**config.mk**
```make
export PLATFORM = sky130hd
export DESIGN_NAME = cla_seq_subtractor
export DESIGN_NICKNAME = d
export VERILOG_FILES = /design/src/rtl/adder_pkg.sv /design/src/rtl/cla_sub_chunk.sv /design/src/rtl/cla_seq_subtractor.sv
export SDC_FILE = /design/constraint.sdc
export NUM_CORES = 1
export LEC_CHECK = 0
export BUFFER_PORTS_ARGS = -buffer_cell sky130_fd_sc_hd__buf_2
export CORE_MARGIN = 4
export CORE_UTILIZATION = 45
export DETAILED_ROUTE_END_ITERATION = 7
export GPL_TIMING_DRIVEN = 0
export PLACE_DENSITY = 0.77
export SYNTH_ARGS = -nofsm -noshare
export SYNTH_HDL_FRONTEND = slang
export SYNTH_SLANG_ARGS = --single-unit
export TNS_END_PERCENT = 30
```
**constraint.sdc**
```tcl
create_clock -name clk -period 5.6 [get_ports clk]
set_input_delay 0.28 -clock clk [delete_from_list [all_inputs] [get_ports clk]]
set_output_delay 0.28 -clock clk [all_outputs]
set_load 0.005 [all_outputs]
```
**src/rtl/adder_pkg.sv**
```systemverilog
// Shared definitions for the sequential adder/subtractor family:
// FSM state type, default geometry and counter sizing.
package adder_pkg;

    localparam int unsigned DefaultWidth = 32;
    localparam int unsigned DefaultChunk = 8;

    typedef enum logic [1:0] {
        StIdle = 2'd0,
        StRun  = 2'd1,
        StDone = 2'd2
    } state_e;

    // A single-slice configuration still needs a one-bit counter.
    function automatic int unsigned cnt_width(input int unsigned n);
        return (n > 1) ? $clog2(n) : 1;
    endfunction

endpackage

```
**src/rtl/cla_sub_chunk.sv**
```systemverilog
// Combinational CHUNK-bit borrow-lookahead subtract slice: d = a - b - bin.
// Borrow generate = ~a & b, borrow propagate = a XNOR b.
module cla_sub_chunk #(
    parameter int unsigned CHUNK = 8
) (
    input  logic [CHUNK-1:0] a,
    input  logic [CHUNK-1:0] b,
    input  logic             bin,
    output logic [CHUNK-1:0] d,
    output logic             bout
);

    logic [CHUNK-1:0] w_g;
    logic [CHUNK-1:0] w_p;
    logic [CHUNK:0]   w_chain;

    assign w_g = ~a & b;
    assign w_p = ~(a ^ b);

    always_comb begin
        w_chain    = '0;
        w_chain[0] = bin;
        for (int i = 0; i < CHUNK; i++) begin
            w_chain[i+1] = w_g[i] | (w_p[i] & w_chain[i]);
        end
    end

    assign d    = a ^ b ^ w_chain[CHUNK-1:0];
    assign bout = w_chain[CHUNK];

endmodule

```
**src/rtl/cla_seq_subtractor.sv**
```systemverilog
// Multi-cycle subtractor: one CHUNK-bit borrow-lookahead slice per cycle, LSB first,
// with the inter-slice borrow registered and valid/ready handshakes on both sides.
import adder_pkg::*;

module cla_seq_subtractor #(
    parameter int unsigned WIDTH = DefaultWidth,
    parameter int unsigned CHUNK = DefaultChunk
) (
    input  logic             clk,
    input  logic             reset_n,
    input  logic             in_valid,
    output logic             in_ready,
    input  logic [WIDTH-1:0] A,
    input  logic [WIDTH-1:0] B,
    input  logic             Bin,
    output logic             out_valid,
    input  logic             out_ready,
    output logic [WIDTH-1:0] Diff,
    output logic             Bout,
    output logic             Zero,
    output logic             Ovf
);

    localparam int unsigned NumSlices = WIDTH / CHUNK;
    localparam int unsigned CntW      = cnt_width(NumSlices);

    state_e           r_state;
    state_e           w_state_nxt;
    logic [CntW-1:0]  r_cnt;
    logic [WIDTH-1:0] r_a;
    logic [WIDTH-1:0] r_b;
    logic [WIDTH-1:0] r_diff;
    logic             r_borrow;
    logic [WIDTH-1:0] r_diff_out;
    logic             r_bout_out;
    logic             r_zero_out;
    logic             r_ovf_out;

    logic [CHUNK-1:0] w_a_slice;
    logic [CHUNK-1:0] w_b_slice;
    logic [CHUNK-1:0] w_d_slice;
    logic             w_slice_bout;
    logic [WIDTH-1:0] w_diff_nxt;
    logic             w_last;
    logic             w_accept;
    logic             w_ovf_nxt;

    assign w_accept = (r_state == StIdle) && in_valid;
    assign w_last   = (r_cnt == CntW'(NumSlices - 1));

    always_comb begin
        w_a_slice = '0;
        w_b_slice = '0;
        for (int k = 0; k < NumSlices; k++) begin
            if (r_cnt == CntW'(k)) begin
                w_a_slice = r_a[k*CHUNK +: CHUNK];
                w_b_slice = r_b[k*CHUNK +: CHUNK];
            end
        end
    end

    cla_sub_chunk #(
        .CHUNK (CHUNK)
    ) u_chunk (
        .a    (w_a_slice),
        .b    (w_b_slice),
        .bin  (r_borrow),
        .d    (w_d_slice),
        .bout (w_slice_bout)
    );

    // Working diff with the current slice merged in; on the last slice this is the result.
    always_comb begin
        w_diff_nxt = r_diff;
        for (int k = 0; k < NumSlices; k++) begin
            if (r_cnt == CntW'(k)) begin
                w_diff_nxt[k*CHUNK +: CHUNK] = w_d_slice;
            end
        end
    end

    assign w_ovf_nxt = (r_a[WIDTH-1] != r_b[WIDTH-1]) && (w_diff_nxt[WIDTH-1] != r_a[WIDTH-1]);

    always_ff @(posedge clk or negedge reset_n) begin
        if (!reset_n) begin
            r_state <= StIdle;
        end else begin
            r_state <= w_state_nxt;
        end
    end

    always_comb begin
        w_state_nxt = r_state;
        unique case (r_state)
            StIdle:  if (in_valid) w_state_nxt = StRun;
            StRun:   if (w_last) w_state_nxt = StDone;
            StDone:  if (out_ready) w_state_nxt = StIdle;
            default: w_state_nxt = StIdle;
        endcase
    end

    always_comb begin
        in_ready  = (r_state == StIdle);
        out_valid = (r_state == StDone);
    end

    always_ff @(posedge clk or negedge reset_n) begin
        if (!reset_n) begin
            r_cnt    <= '0;
            r_a      <= '0;
            r_b      <= '0;
            r_diff   <= '0;
            r_borrow <= 1'b0;
        end else if (w_accept) begin
            r_cnt    <= '0;
            r_a      <= A;
            r_b      <= B;
            r_diff   <= '0;
            r_borrow <= Bin;
        end else if (r_state == StRun) begin
            r_diff   <= w_diff_nxt;
            r_borrow <= w_slice_bout;
            r_cnt    <= w_last ? '0 : r_cnt + CntW'(1);
        end
    end

    // Result registers only move on the RUN->DONE edge and hold until the next result.
    always_ff @(posedge clk or negedge reset_n) begin
        if (!reset_n) begin
            r_diff_out <= '0;
            r_bout_out <= 1'b0;
            r_zero_out <= 1'b0;
            r_ovf_out  <= 1'b0;
        end else if ((r_state == StRun) && w_last) begin
            r_diff_out <= w_diff_nxt;
            r_bout_out <= w_slice_bout;
            r_zero_out <= (w_diff_nxt == '0);
            r_ovf_out  <= w_ovf_nxt;
        end
    end

    assign Diff = r_diff_out;
    assign Bout = r_bout_out;
    assign Zero = r_zero_out;
    assign Ovf  = r_ovf_out;

endmodule
```
==> flow_summary.yaml <==
job:
  cap_violations: 0
clocking:
  numCtsBuffers: 17
  cts-root-buf: "clkbuf_16"
  clock_latency_ns: 0.41
  path_clk_slew_ns: 0.06
  clk_path_buf_depth: 2
  htreeDepth: 4
  cts_sinks: 134
  cts_tree: "done"
worst_setup_path:
  cp-end-kind: "flip-flop"
  crit_path_max_fanout: 10
  r2r_end: "Zero$_DFFE_PN0P_"
  r2r_slack_ns: 0.15
  crit_arrival_ns: 5.78
  worst-path-stages: 20
  cpMostUsedCell: "fa_2"
  crit_start: "r_cnt[0]$_DFFE_PN0P_"
  critPathSlowestCell: "fa_1"
  crit_family: "adder cells"
  rr_startpoint: "r_cnt[0]$_DFFE_PN0P_"
  start_kind: "flip-flop"
  r2r_cells: 20
  critPathCapture: "Zero$_DFFE_PN0P_"
  path_buf_inv: 4
  path_class: "flip-flop to flip-flop"
  path_cells: "inv_2, ha_1, clkbuf_4, clkbuf_4, a21oi_1, a21oi_1, o21ai_2, fa_2, inv_1, fa_2, fa_2, fa_2, fa_2, fa_2, fa_2, fa_1, mux2_4, a211oi_2, nand4_1, o31ai_1"
  cp.required_ns: 5.92
  cpPeakStageDelay_ns: 0.50
final_layout:
  fin_util_pct: 57.9
  nets: 742
  syn2layout_area_growth_pct: 24.9
  nFillCells: 1115
  regArea_um2: 3350
  multiInputGateArea_um2: 2660
  num_antenna_cells: 0
  final_layout_size_suffix_gt1_share_pct: 36.5
routing:
  routedWlPerCell_um: 19.6
  drt_iter0_markers: 327
  first_pass_iters: 5
  vias: 4841
  wl_um: 16600
  vias_per_cell: 5.70
  ant_nets: 0
  drc_errors: 0
timing:
  setup_ws_ns: 0.148
  worstMarginPinSlew_ns: 0.648
  setup_viol: 0
  slew_headroom_pct: 56.5
  tns_ns: 0
  finalCritPeriodShare_pct: 97.4
  hold_viol_final: 0
  drv_slew: 0
  min_period_ns: 5.45
  max_clock_freq_ghz: 0.183
  finalClockSkew_ns: 0.00629
grt:
  grt_max_degree: 102
  antenna_found_initial: 0
  grt_pass1_vias: 5035
  grt_overflow: 0
  grtUsageTotal_pct: 21.3
  grt_pass1_wl_um: 26300
synthesis:
  async_flop_share_pct: 100
  synth_top_area_share_pct: 54.2
  ys_warn_count: 0
  synth_cells: 532
  synth.net_count: 613
  synth.area.top_cells: "dfrtp_1 (54%), mux2_2 (11%), nand2_1 (3.9%)"
  synth.most_common_cell: "dfrtp_1"
  syn_area_um2: 6190
  ys.flop_type: "dfrtp_1"
  synth_seq_cells: 134
  synth_edf_count: 0
  synth_common_cells: "dfrtp_1 (134), nand2_1 (65), mux2_2 (58)"
  yosysTopAreaCell: "dfrtp_1"
  avgSynthCellArea_um2: 11.6
  yosysSeqAreaShare_pct: 54.2
  ys_types: 39
placed_design:
  port_buffers: 105
  dp_slack_ns: -0.577
  hpwl_um: 11600
  gp_congestion: 0.903
die:
  core-area_um2: 13300
  rows: 42
  initial_core_util_pct: 46.4
  pin_count: 106
  die-area_um2: 15700
  fp.dieW_um: 125
  die_h_um: 125
hold_path:
  holdPathStages: 2
  hold_class: "input port to flip-flop"
run_status:
  status: "finished clean"
## repair_timing
| item | 4_1_cts | 5_1_grt |
|---|---|---|
| hold buffers | 1 | 0 |
| pin swaps | 0 | 8 |
| setup buffers | 0 | 3 |
| endpoints found under the hold margin | 33 | 0 |
| setup endpoints to repair | 13 | 3 |
| gates resized for setup | 27 | 17 |
## kinds of logic after synthesis
kind of cell / Yosys count / share of synthesized area [%]
muxes: 85 / 15.1
DFF: 134 / 54.2
buffers and inverters: 51 / 3.68
adders and majority gates: 12 / 3.40
and+or+nand+nor: 136 / 10.9
AOI/OAI and AO/OA: 114 / 12.7
## layer usage
layer  up-vias  GRT usage (%)  part of all wire [%]  wire length, um
met3        25           6.35                   8.0             1330
li1       2185              -                     -                -
met5         -              0                     0                0
met1      2410           27.3                    41             6860
met4         0           6.70                   2.0              333
met2       221           35.0                    49             8100
## cell type report
type | count | area share, %
timing repair buffer | 110 | 7.66
clock buffer | 17 | 5.51
multi-input combinational | 347 | 34.4
sequential | 134 | 43.4
tap | 176 | 2.85
clock inverter | 15 | 2.33
buffer | 45 | 3.53
inverter | 6 | 0.291
## worst min-delay path by stage
stage	start	endpoint	slack (ns)
after global placement	Diff[26]$_DFFE_PN0P_	Diff[26]$_DFFE_PN0P_	0.46
after CTS	out_ready	r_state[1]$_DFFE_PN0P_	0.04
after floorplan	reset_n	Bout$_DFFE_PN0P_	-0.02
final	out_ready	r_state[1]$_DFFE_PN0P_	0.05
after detailed placement	reset_n	Diff[6]$_DFFE_PN0P_	0.18
after global routing	out_ready	r_state[1]$_DFFE_PN0P_	0.05
## per-stage QoR
step / hold WS [ns] / area (um2) / std cells
3_3_place_gp: 0.457 / 6940 / 813
5_1_grt: 0.0459 / 7730 / 850
4_1_cts: 0.0443 / 7670 / 847
6_report: 0.0489 / 7730 / 850
3_5_place_dp: 0.183 / 6980 / 814
2_1_floorplan: -0.0156 / 6200 / 532
## flip-flops by register name (all words and copies together), names as in the netlist
name      flops
Bout          1
Diff         32
Ovf           1
Zero          1
r_a          32
r_b          32
r_borrow      1
r_cnt         2
r_diff       30
r_state       2
## placed cells by master, fill, tap and decap left out, types with 4 or more instances in the layout
master and count:
inv_1 4, nor2_1 8, o31ai_1 5, o21ai_0 18, a32o_1 21, nor2b_1 26
nand2_1 65, mux2i_1 19, nand2b_1 5, a21oi_1 21, clkbuf_2 6, buf_2 118
nor3_1 11, mux2_2 57, dfrtp_1 133, clkinvlp_4 6, buf_4 4, mux2_1 8
buf_6 4, clkbuf_1 14, clkbuf_16 17, o21ai_1 18, nand3b_1 7, a22o_1 8
a221oi_1 10, fa_2 7
Power is left out: the tool's default activity adds up to more than one toggle a clock period on the data nets, which glitch-free logic cannot reach.
